===== src/rtl/mem_port_arbiter.sv =====
// mem_port_arbiter: shares one memory bus port between instruction fetch and
// the LSU with a single-outstanding-transaction FSM. The LSU has fixed
// priority. Fetch responses made stale by a taken jump are dropped.
// Optional feature macro: MEM_ARB_PERF_EN adds saturating stall-cycle counters.
module mem_port_arbiter #(
  parameter int unsigned ADDR_W = 64,
  parameter int unsigned DATA_W = 64
) (
  input  logic                clk,
  input  logic                rst_n,
  input  logic                fetch_i_req,
  input  logic [ADDR_W-1:0]   fetch_i_addr,
  input  logic                fetch_i_flush,
  output logic [DATA_W-1:0]   fetch_o_rdata,
  output logic                fetch_o_valid,
  input  logic                lsu_i_req,
  input  logic                lsu_i_we,
  input  logic [ADDR_W-1:0]   lsu_i_addr,
  input  logic [DATA_W-1:0]   lsu_i_wdata,
  input  logic [DATA_W/8-1:0] lsu_i_wstrb,
  output logic [DATA_W-1:0]   lsu_o_rdata,
  output logic                lsu_o_valid,
  output logic                bus_o_req,
  output logic                bus_o_we,
  output logic [ADDR_W-1:0]   bus_o_addr,
  output logic [DATA_W-1:0]   bus_o_wdata,
  output logic [DATA_W/8-1:0] bus_o_wstrb,
  input  logic                bus_i_gnt,
  input  logic                bus_i_rvalid,
  input  logic [DATA_W-1:0]   bus_i_rdata,
  output logic                ctrl_o_regF_stall,
  output logic                ctrl_o_regM_stall
`ifdef MEM_ARB_PERF_EN
  ,
  output logic [31:0]         perf_o_if_stall_cycles,
  output logic [31:0]         perf_o_lsu_stall_cycles
`endif
);

  localparam int unsigned STRB_W = DATA_W / 8;

  typedef enum logic [2:0] {
    IDLE     = 3'd0,
    REQ_LSU  = 3'd1,
    WAIT_LSU = 3'd2,
    REQ_IF   = 3'd3,
    WAIT_IF  = 3'd4
  } state_t;

  state_t              state_q, state_d;
  logic                discard_q, discard_d;
  logic                bus_req_d;
  logic                bus_we_d;
  logic [ADDR_W-1:0]   bus_addr_d;
  logic [DATA_W-1:0]   bus_wdata_d;
  logic [STRB_W-1:0]   bus_wstrb_d;
  logic [DATA_W-1:0]   fetch_rdata_d;
  logic                fetch_valid_d;
  logic [DATA_W-1:0]   lsu_rdata_d;
  logic                lsu_valid_d;

  // A request is pending until its response pulse; this also keeps IDLE from
  // re-issuing a request in the cycle its response is delivered.
  assign ctrl_o_regF_stall = fetch_i_req && !fetch_o_valid;
  assign ctrl_o_regM_stall = lsu_i_req && !lsu_o_valid;

  // Next-state and next-output logic; bus fields hold unless a request is latched.
  always_comb begin
    state_d       = state_q;
    discard_d     = discard_q;
    bus_req_d     = bus_o_req;
    bus_we_d      = bus_o_we;
    bus_addr_d    = bus_o_addr;
    bus_wdata_d   = bus_o_wdata;
    bus_wstrb_d   = bus_o_wstrb;
    fetch_rdata_d = fetch_o_rdata;
    fetch_valid_d = 1'b0;
    lsu_rdata_d   = lsu_o_rdata;
    lsu_valid_d   = 1'b0;

    case (state_q)
      IDLE: begin
        discard_d = 1'b0;
        if (ctrl_o_regM_stall) begin
          state_d     = REQ_LSU;
          bus_req_d   = 1'b1;
          bus_we_d    = lsu_i_we;
          bus_addr_d  = lsu_i_addr;
          bus_wdata_d = lsu_i_we ? lsu_i_wdata : '0;
          bus_wstrb_d = lsu_i_we ? lsu_i_wstrb : '1;
        end else if (ctrl_o_regF_stall && !fetch_i_flush) begin
          state_d     = REQ_IF;
          bus_req_d   = 1'b1;
          bus_we_d    = 1'b0;
          bus_addr_d  = fetch_i_addr;
          bus_wdata_d = '0;
          bus_wstrb_d = '1;
        end
      end

      REQ_LSU: begin
        if (bus_i_gnt) begin
          bus_req_d = 1'b0;
          state_d   = WAIT_LSU;
        end
      end

      WAIT_LSU: begin
        if (bus_i_rvalid) begin
          lsu_rdata_d = bus_i_rdata;
          lsu_valid_d = 1'b1;
          state_d     = IDLE;
        end
      end

      REQ_IF: begin
        if (bus_i_gnt) begin
          bus_req_d = 1'b0;
          state_d   = WAIT_IF;
          discard_d = fetch_i_flush;
        end else if (fetch_i_flush) begin
          bus_req_d = 1'b0;
          state_d   = IDLE;
        end
      end

      WAIT_IF: begin
        if (bus_i_rvalid) begin
          state_d   = IDLE;
          discard_d = 1'b0;
          if (!discard_q && !fetch_i_flush) begin
            fetch_rdata_d = bus_i_rdata;
            fetch_valid_d = 1'b1;
          end
        end else if (fetch_i_flush) begin
          discard_d = 1'b1;
        end
      end

      default: state_d = IDLE;
    endcase
  end

  // State and registered outputs.
  always_ff @(posedge clk or negedge rst_n) begin
    if (!rst_n) begin
      state_q       <= IDLE;
      discard_q     <= 1'b0;
      bus_o_req     <= 1'b0;
      bus_o_we      <= 1'b0;
      bus_o_addr    <= '0;
      bus_o_wdata   <= '0;
      bus_o_wstrb   <= '0;
      fetch_o_rdata <= '0;
      fetch_o_valid <= 1'b0;
      lsu_o_rdata   <= '0;
      lsu_o_valid   <= 1'b0;
    end else begin
      state_q       <= state_d;
      discard_q     <= discard_d;
      bus_o_req     <= bus_req_d;
      bus_o_we      <= bus_we_d;
      bus_o_addr    <= bus_addr_d;
      bus_o_wdata   <= bus_wdata_d;
      bus_o_wstrb   <= bus_wstrb_d;
      fetch_o_rdata <= fetch_rdata_d;
      fetch_o_valid <= fetch_valid_d;
      lsu_o_rdata   <= lsu_rdata_d;
      lsu_o_valid   <= lsu_valid_d;
    end
  end

`ifdef MEM_ARB_PERF_EN
  // Saturating counts of cycles each stall output is high.
  always_ff @(posedge clk or negedge rst_n) begin
    if (!rst_n) begin
      perf_o_if_stall_cycles  <= 32'd0;
      perf_o_lsu_stall_cycles <= 32'd0;
    end else begin
      if (ctrl_o_regF_stall && (perf_o_if_stall_cycles != 32'hFFFF_FFFF))
        perf_o_if_stall_cycles <= perf_o_if_stall_cycles + 32'd1;
      if (ctrl_o_regM_stall && (perf_o_lsu_stall_cycles != 32'hFFFF_FFFF))
        perf_o_lsu_stall_cycles <= perf_o_lsu_stall_cycles + 32'd1;
    end
  end
`endif

endmodule


===== config.mk =====
export PLATFORM = sky130hd
export DESIGN_NAME = mem_port_arbiter
export DESIGN_NICKNAME = d
export VERILOG_FILES = /design/src/rtl/mem_port_arbiter.sv
export SDC_FILE = /design/constraint.sdc
export NUM_CORES = 1
export LEC_CHECK = 0
export CAP_MARGIN = 20
export CORE_AREA = 2 2 210 212
export CTS_CLUSTER_SIZE = 25
export DETAILED_ROUTE_END_ITERATION = 12
export DIE_AREA = 0 0 212 214
export GPL_TIMING_DRIVEN = 1
export SLEW_MARGIN = 20
export SYNTH_ARGS = -nofsm -noshare
export SYNTH_HDL_FRONTEND = slang
export SYNTH_SLANG_ARGS = --single-unit

===== constraint.sdc =====
create_clock -name clk -period 1.65 [get_ports clk]
set_clock_uncertainty 0.15 [all_clocks]
set_input_delay 0.33 -clock clk [delete_from_list [all_inputs] [get_ports clk]]
set_output_delay 0.33 -clock clk [all_outputs]
set_load 0.02 [all_outputs]

==> summary.txt, run 1 <==
STA
  • Minimum clock period after layout: 1.96 ns
  • Slew Limit Headroom: 72.3%
  • Final WS setup: -0.310 ns
  • Tcrit/Tclk final: 119%
  • Fin Hold WS: 0.202 ns
  • Slew @ Worst Pin: 0.416 ns
  • TNS Setup: -54.85 ns
  • RSZ-0062 raised after global routing: true
  • Setup violators final: 269
  • Final hold vios: 0
  • Final slew viol count: 0
  • Peak Freq: 0.510 GHz

Clock tree
  • Worst-skew pair later-pin latency: 0.57 ns
  • Clock root cell: clkbuf_16
  • Clock Tree Buf Depth: 3
  • Worst-path clk slew: 0.06 ns
  • CTS buffer count: 31
  • H-Tree Depth: 1
  • Number of clock sinks: 272
  • CTS tree: done

GRT
  • Tot GR Track Use: 17.0%
  • Initial antenna violation count: 3
  • Vias in the first global route: 9133
  • Largest net degree at the start of global routing: 72
  • Grt ovf: 0
  • Global-route wire length before repair: 59.1 mm

Synthesis
  • XOR/XNOR share of the synthesized area: 0%
  • Syn_nets: 952
  • Post-Synth Adder-Cell Area: 0%
  • Synth Area in Compound Gates: 6.21%
  • Post-synthesis sequential area ratio: 60.2%
  • Synth cell types: 34
  • YS warnings: 0
  • Synthesized area: 11300 µm²
  • Post-Synth Simple-Gate Area: 1.54%
  • Mapped Cells: 680
  • Most used DFF post-synth: dfrtp_1
  • Largest family of logic cells by synthesized area: multiplexers
  • Flops & latches, synth: 272
  • Multiplexer share of the synthesized area: 29.0%
  • EDFF count, synth: 0
  • Average size of a mapped cell: 16.6 µm²
  • Asr flop ratio synth: 100%

Floorplan
  • # IOs: 542
  • Chip height: 214 µm
  • Initial Utilization: 26.4%
  • Die ar.: 45400 µm²
  • Core Region: 42900 µm²
  • Cell row count: 76
  • Chip Width: 212 µm

Placement
  • Half-perimeter wire length after placement: 28.1 mm
  • GPL Wtd Cong: 0.794
  • Buffers on Ports: 541
  • Pre-CTS setup slack: -0.685 ns
  • Placed cell count: 1820

Cells and area
  • Fraction of layout instances using a drive strength above 1: 53.5%
  • NumNets Final: 1637
  • Fin cells: 1974
  • Area Overhead vs Synth: 75.6%
  • Diode count: 0

Detailed routing
  • Pre-Repair DR Iteration Count: 4
  • Drt initial violations: 347
  • Total Wirelength: 41.5 mm
  • Post-route ant nets: 0
  • DRC Markers: 0
  • Vias/cell: 4.34
  • Via Count: 8562
  • Routed WL per cell: 21.0 µm

Setup path
  • CP required: 1.94 ns
  • Slowest stage delay, CP: 0.36 ns
  • Critical-path cell list: nand2b_4 > clkinvlp_4 > buf_4 > o21a_4 > buf_12 > buf_16 > mux2_4
  • CP top delay family: buffers and inverters
  • Crit end category: flip-flop
  • Crit Path Max Fanout: 7
  • Crit path DAT: 2.25 ns
  • Critical Setup Path Class: flip-flop to flip-flop
  • Slowest stage cell, crit path: dfrtp_2
  • CP Buf/Inv Count: 4
  • Critical Path Start Type: flip-flop

Power and ir drop
  • Maximum VDD drop: 1120 µV
  • Leakage: 9.57 nW
  • P per Cell Area: 1900 nW/µm²
  • Final Power: 37.7 mW

Outcome
  • Failing checks: negative setup slack
  • Status: complete, but fails checks

Job
  • Max-cap viol count: 0

Hold path
  • Worst Hold Class: input port to flip-flop
==> worst reg2reg max path: stages (launching register included) <==
cell and delay, ns:
dfrtp_2 0.36, nand2b_4 0.14, clkinvlp_4 0.13, buf_4 0.19
o21a_4 0.26, buf_12 0.16, buf_16 0.14, mux2_4 0.30
==> report_power, final <==
part | switching (mW) | internal, mW
logic | 8.77 | 10.4
clock network | 2.81 | 4.22
registers | 1.82 | 9.67
==> timing repair <==
item,4_1_cts,5_1_grt
hold endpoints to repair,272,0
setup endpoints to repair,526,338
gates resized for setup,1198,144
hold buffers,2,0
pin swaps,5,8
setup buffers,25,44
cloned,18,13
==> routing by layer <==
layer  routed length (µm)  track usage, %  up-vias
li1                     -               -     3874
met1                16400            19.8     4281
met2                20700            30.0      335
met3                 3470            5.69       66
met4                  913            3.97        6
met5                   40               0        -
==> cell families (layout without fill, tap and decap cells) <==
logic type,Yosys count,in the layout
flops,272,272
compound gates,83,84
buf+inv,47,755
simple gates,20,20
mux,258,258
==> registers in the layout, indices dropped and copies added, names as in the netlist <==
| register | cells |
|---|---|
| bus_o_wstrb | 8 |
| fetch_o_valid | 1 |
| bus_o_we | 1 |
| bus_o_addr | 64 |
| bus_o_wdata | 64 |
| state_q | 3 |
| lsu_o_rdata | 64 |
| discard_q | 1 |
| fetch_o_rdata | 64 |
| bus_o_req | 1 |
| lsu_o_valid | 1 |
==> cell usage after synthesis (2+ instances only) <==
| library cell | n | share of area, % |
|---|---|---|
| dfrtp_1 | 272 | 60 |
| mux2_4 | 100 | 13 |
| mux2_2 | 92 | 9.2 |
| a22o_1 | 64 | 5.0 |
| mux2_1 | 64 | 6.4 |
| buf_6 | 18 | 1.8 |
| buf_2 | 16 | 0.71 |
| o22a_1 | 8 | 0.62 |
| buf_4 | 6 | 0.40 |
| clkbuf_1 | 4 | 0.13 |
| inv_1 | 3 | 0.10 |
| nand2_1 | 3 | 0.10 |
| nand3_1 | 3 | 0.13 |
| nor2b_1 | 3 | 0.17 |
| o21ai_0 | 3 | 0.13 |
| a21oi_1 | 2 | 0.088 |
| mux2i_1 | 2 | 0.18 |
==> per-stage QoR <==
| step | util (%) | cell area, µm² |
|---|---|---|
| 2_1_floorplan | - | 11600 |
| 3_5_place_dp | 42.2 | 18100 |
| 4_1_cts | 44.1 | 18900 |
| 6_report | 46.3 | 19900 |
| 5_1_grt | 46.3 | 19900 |
| 3_3_place_gp | 42.2 | 18100 |
==> area by class of cell <==
type,instances,area [µm²]
Multi-Input combinational cell,362,4530
Clock inverter,13,150
Inverter,3,15.0
Clock buffer,44,895
Fill cell,3868,23000
Tap cell,585,732
Timing Repair Buffer,695,6740
Sequential cell,272,6810
==> final timing paths <==
kind / start / slack, ns / depth (start not counted) / to
min in group asynchronous: rst_n / 0.21 / 3 / bus_o_wdata[42]
min: lsu_i_wdata[57] / 0.20 / 2 / bus_o_wdata[57]
min reg2reg: bus_o_we / 0.32 / 1 / bus_o_we
max reg2reg: lsu_o_valid / -0.31 / 7 / bus_o_addr[22]
max: lsu_o_valid / -0.31 / 7 / bus_o_addr[22]
max in group asynchronous: rst_n / 0.60 / 3 / bus_o_wdata[7]
==> placed cells by master (no fill, tap or decap), drive strengths merged, types with 2 or more instances in the layout <==
master         Yosys  final
a21oi              2      2
a22o              64     64
buf               40    411
bufinv             0      3
clkbuf             4     55
clkdlybuf4s50      0    270
clkinv             0      8
clkinvlp           0      2
dfrtp            272    272
dlygate4sd3        0      2
inv                3      3
mux2             256    256
mux2i              2      2
nand2              3      3
nand2b             2      2
nand3              3      3
nor2               2      2
nor2b              3      3
o21a               1      2
o21ai              4      4
o22a               8      8
Note: power is estimated with default switching activity, not from simulation.
==> run 2: changes to the inputs <==
Settings changed: ABC_CLOCK_PERIOD_IN_PS from default to 1650, CORE_AREA 2 2 210 212 to 2 2 212 214, DIE_AREA 0 0 212 214 to 0 0 214 216.
==> run 2 against run 1 <==
Compared with the run above: the run still ends with negative setup slack left; fmax rose by 3.8%; wire length fell by 0.28%; largest cell class unchanged; clock power rose by 9.9%; combinational power fell by 8%; via count fell by 1.7%; sequential cell count did not move; critical endpoint is now lsu_o_rdata[41]; total power fell by 2.6%; clock-buffer cell count rose by 8.
==> summary.txt, run 2 (same netlist as run 1, synthesis figures left out) <==
Setup path
  • Crit path DAT: 2.13 ns (-0.12 ns)
  • Crit Path Max Fanout: 8 (+1)
  • R2R Setup Slk: -0.24 ns (+0.07 ns)
  • Worst setup path start: state_q[2]
  • CP required: 1.89 ns (-0.05 ns)
  • Worst r2r dst: lsu_o_rdata[41]
  • Critical Path Start Type: flip-flop
  • Worst R2R Start: state_q[2]
  • Worst-case reg-to-reg path depth: 6 (-1)
  • Crit end category: flip-flop
  • Critical Setup Path Class: flip-flop to flip-flop
  • Worst Setup EP: lsu_o_rdata[41]

Power and ir drop
  • Power share of the combinational group: 47.7% (-3.1 points)
  • Net Sw Power: 13.3 mW (-0.92%)
  • Sw Share: 36.2% (+0.61 points)
  • Reg power frac: 31.2% (+0.7 points)
  • P per Cell Area: 1930 nW/µm² (+1.9%)
  • Leakage: 9.22 nW (-3.6%)
  • Internal: 23.4 mW (-3.5%)
  • Clock Power Share: 21.1% (+2.4 points)
  • Maximum VDD drop: 1080 µV (-3.4%)

Floorplan
  • Initial Utilization: 25.8% (-0.57 points)
  • Die ar.: 46200 µm² (+1.9%)
  • Chip height: 216 µm (+0.93%)
  • Cell row count: 77 (+1.3%)
  • # IOs: 542 (unchanged)
  • Core Region: 43800 µm² (+2.2%)
  • Chip Width: 214 µm (+0.94%)

STA
  • Final WS setup: -0.238 ns (+0.0713 ns)
  • TNS Setup: -42.42 ns (+12.43 ns)
  • Tcrit/Tclk final: 114% (-4.3 points)
  • Slew @ Worst Pin: 0.402 ns (-0.0135 ns)
  • Peak Freq: 0.530 GHz (+3.8%)
  • Final hold vios: 0 (unchanged)
  • Minimum clock period after layout: 1.89 ns (-0.0713 ns)
  • Slew Limit Headroom: 73.1% (+0.86 points)
  • Final slew viol count: 0 (unchanged)
  • RSZ-0062 raised after global routing: true
  • Setup violators final: 270 (+0.37%)

Detailed routing
  • Vias/cell: 4.36 (+0.48%)
  • Total Wirelength: 41.4 mm (-0.28%)
  • Post-route ant nets: 0 (unchanged)
  • Routed WL per cell: 21.4 µm (+1.9%)
  • Drt initial violations: 362 (+4.3%)
  • Via Count: 8416 (-1.7%)
  • DRC Markers: 0 (unchanged)
  • Pre-Repair DR Iteration Count: 4 (unchanged)

Clock tree
  • Number of clock sinks: 272 (unchanged)
  • H-Tree Depth: 2 (+1)
  • CTS tree: done
  • Worst-skew pair later-pin latency: 0.51 ns (-0.06 ns)
  • Clock root cell: clkbuf_16
  • Clock Tree Buf Depth: 3 (unchanged)
  • CTS buffer count: 34 (+9.7%)
  • Worst-path clk slew: 0.06 ns (about the same)

Cells and area
  • Fraction of layout instances using a drive strength above 1: 52.2% (-1.3 points)
  • Post-layout instance area: 19000 µm² (-4.4%)
  • Commonest non-fill, non-tap cell in the layout: clkdlybuf4s50_1
  • Diode count: 0 (unchanged)
  • Post-layout util: 43.3% (-3.0 points)
  • Leading cell types in the layout, fill and taps excluded: 269 x clkdlybuf4s50_1, 268 x dfrtp_1, 265 x buf_2
  • NumNets Final: 1588 (-3.0%)
  • Fin cells: 1931 (-2.2%)
  • Area Overhead vs Synth: 67.9%

GRT
  • Global-route wire length before repair: 57.9 mm (-2.0%)
  • Grt ovf: 0 (unchanged)
  • Largest net degree at the start of global routing: 67 (-6.9%)
  • Initial antenna violation count: 2 (-1)
  • Tot GR Track Use: 16.2% (-0.85 points)
  • Vias in the first global route: 8962 (-1.9%)

Placement
  • Post-DP Area: 17900 µm² (-1.0%)
  • Half-perimeter wire length after placement: 28.1 mm (+0.17%)
  • GPL Wtd Cong: 0.823 (+3.6%)
  • Buffers on Ports: 541 (unchanged)
  • Placed cell count: 1823 (+0.16%)
  • Pre-CTS setup slack: -0.747 ns (-0.0622 ns)

Job
  • Max-cap viol count: 0 (unchanged)

Outcome
  • Failing checks: negative setup slack
  • Status: complete, but fails checks

Hold path
  • Worst Hold Class: input port to async pin
[run 2: cell types whose count changed in the layout (fill, tap and decap cells not counted), moves of 6 or more]
cell,delta
buf_6,-51
clkinv_2,-6
buf_4,-66
buf_12,-18
mux2_4,+9
buf_8,+7
buf_16,-14
clkbuf_16,+15
buf_2,+80
[run 2: worst min path at each step]
stage	cells after the start	start	slack, ns	end
6_report	2	rst_n	0.12	lsu_o_rdata[9]
5_1_grt	2	rst_n	0.1	lsu_o_rdata[13]
4_1_cts	2	rst_n	0.08	lsu_o_rdata[13]
3_5_place_dp	1	rst_n	0.07	fetch_o_rdata[11]
3_3_place_gp	1	rst_n	0.06	fetch_o_rdata[13]
2_1_floorplan	0	rst_n	-0.12	bus_o_addr[0]
[run 2: power by group through the flow]
stage	logic, mW	clock network (mW)	registers [mW]
finish	17.5	7.74	11.5
global route	18.4	8.25	11.8
CTS	15.7	7.98	11.4
detailed placement	18.2	0	11.5
global placement	18.0	0	11.6
floorplan	6.13	0	14.9
[run 2: repair_timing]
item                                    in CTS  in global routing
pin swaps                                   37                 13
buffers inserted                             3                 13
endpoints found under the hold margin      272                  0
endpoints found under the setup margin     538                272
cloned                                       0                 33
hold buffers                                 1                  0
gates resized for setup                   1112                101
[run 2: per-layer routing]
layer	track usage [%]	up-vias	routed length [µm]
met5	0	-	12
met4	5.87	2	1070
met3	4.83	60	2790
met2	26.7	356	20200
met1	20.0	4228	17300
li1	-	3770	-
[run 2: area by class of cell]
| class | instances | area (µm²) |
|---|---|---|
| clock buffers | 52 | 1050 |
| clock inverters | 7 | 121 |
| fillers | 4088 | 24800 |
| inverters | 3 | 15.0 |
| multi-input cells | 363 | 4570 |
| flip-flops and latches | 272 | 6810 |
| well taps | 592 | 741 |
| repair buffers | 642 | 5690 |
[run 2: worst max-delay path: stages, from the launching register on]
cell and delay, ns:
dfrtp_1 0.42, buf_6 0.14, nor4b_4 0.22, buf_6 0.18
buf_12 0.17, clkbuf_16 0.17, mux2_4 0.29
[run 2: through the flow]
| stage | total power [mW] | hold slack (ns) |
|---|---|---|
| CTS | 35.1 | 0.0774 |
| detailed placement | 29.8 | 0.0673 |
| global placement | 29.6 | 0.0644 |
| floorplan | 21.0 | -0.116 |
| global route | 38.5 | 0.0993 |
| finish | 36.7 | 0.115 |
==> run 3: changes to the inputs <==
Settings changed: SETUP_SLACK_MARGIN from default to 0.05.
==> run 3 against run 2 <==
Compared with the run above: the run still ends with negative setup slack left; fmax down 1.3%; clock-buffer cell count is 12 lower; via count is 5.6% higher; cell count increased by 6.7%; critical path depth shrank 2; non-clock buffer count up 132; design area is 13% higher; wire length grew 1.8%; worst hold slack lost 0.077 ns; critical path type is now flip-flop to output pin; largest power group unchanged.
==> summary.txt, run 3 (same netlist as run 1, synthesis figures left out) <==
Outcome
  • Status: complete, but fails checks
  • Failing checks: negative setup slack

GRT
  • Tot GR Track Use: 16.2% (+0.075 points)
  • Largest net degree at the start of global routing: 63 (-6.0%)
  • Grt ovf: 0 (unchanged)
  • Vias in the first global route: 9428 (+5.2%)
  • Global-route wire length before repair: 58.9 mm (+1.7%)
  • Initial antenna violation count: 2 (unchanged)

Floorplan
  • Core Region: 43800 µm² (unchanged)
  • Chip Width: 214 µm (unchanged)
  • Chip height: 216 µm (unchanged)
  • Die ar.: 46200 µm² (unchanged)
  • Initial Utilization: 25.8% (unchanged)
  • # IOs: 542 (unchanged)
  • Cell row count: 77 (unchanged)

Cells and area
  • Diode count: 0 (unchanged)
  • Commonest non-fill, non-tap cell in the layout: buf_6
  • Leading cell types in the layout, fill and taps excluded: 285 x buf_6, 270 x clkdlybuf4s50_1, 269 x dfrtp_1
  • Area Overhead vs Synth: 90.4%
  • Fraction of layout instances using a drive strength above 1: 56.0% (+3.8 points)
  • NumNets Final: 1716 (+8.1%)

Clock tree
  • Worst-skew pair later-pin latency: 0.58 ns (+0.07 ns)
  • Clock root cell: clkbuf_16
  • CTS buffer count: 31 (-8.8%)
  • CTS tree: done
  • Worst-path clk slew: 0.06 ns (about the same)
  • Number of clock sinks: 272 (unchanged)
  • H-Tree Depth: 1 (-1)
  • Clock Tree Buf Depth: 3 (unchanged)

Placement
  • Pre-CTS setup slack: -0.684 ns (+0.0637 ns)
  • Half-perimeter wire length after placement: 28.4 mm (+0.95%)
  • GPL Wtd Cong: 0.836 (+1.7%)
  • Buffers on Ports: 541 (unchanged)

Power and ir drop
  • Leakage: 10.2 nW (+11%)
  • Final Power: 41.7 mW (+14%)
  • P per Cell Area: 1940 nW/µm² (+0.23%)
  • Maximum VDD drop: 1000 µV (-7.2%)

STA
  • Final WS setup: -0.263 ns (-0.0243 ns)
  • Peak Freq: 0.523 GHz (-1.3%)
  • Final hold vios: 0 (unchanged)
  • Final slew viol count: 0 (unchanged)
  • RSZ-0062 raised after global routing: true
  • TNS Setup: -40.01 ns (+2.41 ns)
  • Slew @ Worst Pin: 0.358 ns (-0.0441 ns)
  • Slew Limit Headroom: 76.1% (+3.0 points)
  • Setup violators final: 270 (unchanged)
  • Tcrit/Tclk final: 116% (+1.5 points)
  • Fin Hold WS: 0.0380 ns (-0.0773 ns)
  • Minimum clock period after layout: 1.91 ns (+0.0243 ns)

Setup path
  • Worst R2R Start: lsu_o_valid
  • Critical Setup Path Class: flip-flop to output pin
  • Critical Path Start Type: flip-flop
  • Crit Path Max Fanout: 2 (-6)
  • Crit end category: output pin
  • Crit path DAT: 1.43 ns (-0.70 ns)
  • Worst r2r dst: bus_o_addr[61]
  • R2R Setup Slk: -0.24 ns (about the same)
  • Worst-case reg-to-reg path depth: 6 (unchanged)
  • CP required: 1.17 ns (-0.72 ns)

Detailed routing
  • Drt initial violations: 349 (-3.6%)
  • Via Count: 8886 (+5.6%)
  • Routed WL per cell: 20.4 µm (-4.6%)
  • DRC Markers: 0 (unchanged)
  • Vias/cell: 4.31 (-1.1%)
  • Pre-Repair DR Iteration Count: 4 (unchanged)
  • Total Wirelength: 42.1 mm (+1.8%)
  • Post-route ant nets: 0 (unchanged)

Job
  • Max-cap viol count: 0 (unchanged)

Hold path
  • Worst Hold Class: input port to async pin
## run 3: cell count changes in the layout (fill, tap and decap cells not counted), sizes merged
cell,before,now
buf,349,483
bufinv,3,2
clkbuf,73,59
clkdlybuf4s50,269,270
clkinv,2,12
clkinvlp,1,4
dlymetal6s2s,1,0
inv,4,3
o21a,2,1
## run 3: area by class of cell
type                    count  area (µm²)
repair buffers            774        8460
fillers                  3760       22300
well taps                 592         741
inverters                   3        15.0
flip-flops and latches    272        6810
clock inverters            18         170
multi-input cells         362        4480
clock buffers              40         870
## run 3: per-stage QoR
stage          instances  instance area, µm²  utilization [%]
6_report            2061               21500             49.2
5_1_grt             2061               21500             49.2
4_1_cts             1985               20400             46.6
3_5_place_dp        1836               18200             41.6
3_3_place_gp        1836               18200             41.6
2_1_floorplan        680               11600                -
## run 3: critical path: stages, from the launching register on
cell and delay (ns):
dfrtp_2 0.37, nand2b_4 0.16, clkinvlp_4 0.10, buf_6 0.12
buf_6 0.12
## run 3: repair_timing
action | 4_1_cts | 5_1_grt
pin swaps | 43 | 24
cloned | 2 | 28
hold buffers | 1 | 0
buffers inserted | 88 | 48
setup endpoints to repair | 536 | 536
hold endpoints to repair | 272 | 0
resized for setup | 1622 | 44
## run 3: per-layer routing
metal  GRT usage (%)  vias up  wire, µm
li1                -     4026         -
met1            19.9     4413     17000
met2            27.4      367     20900
met3            5.02       78      2920
met4            4.69        2      1280
met5               0        -        12
## run 3: power breakdown
part / internal [mW] / total (mW) / switching (mW)
clock network: 4.05 / 6.96 / 2.91
logic: 13.7 / 22.8 / 9.04
registers: 9.68 / 12.0 / 2.31
total: 27.5 / 41.7 / 14.3
## run 3: worst max-delay path by stage
stage	cells after the start	slack, ns	start	to
floorplan	6	-0.14	lsu_o_valid	bus_o_addr[10]
global placement	5	-0.65	fetch_i_flush	bus_o_addr[24]
detailed placement	5	-0.68	fetch_i_flush	bus_o_addr[39]
CTS	4	-0.34	lsu_o_valid	ctrl_o_regM_stall
global route	4	-0.34	lsu_o_valid	ctrl_o_regM_stall
finish	4	-0.26	lsu_o_valid	ctrl_o_regM_stall
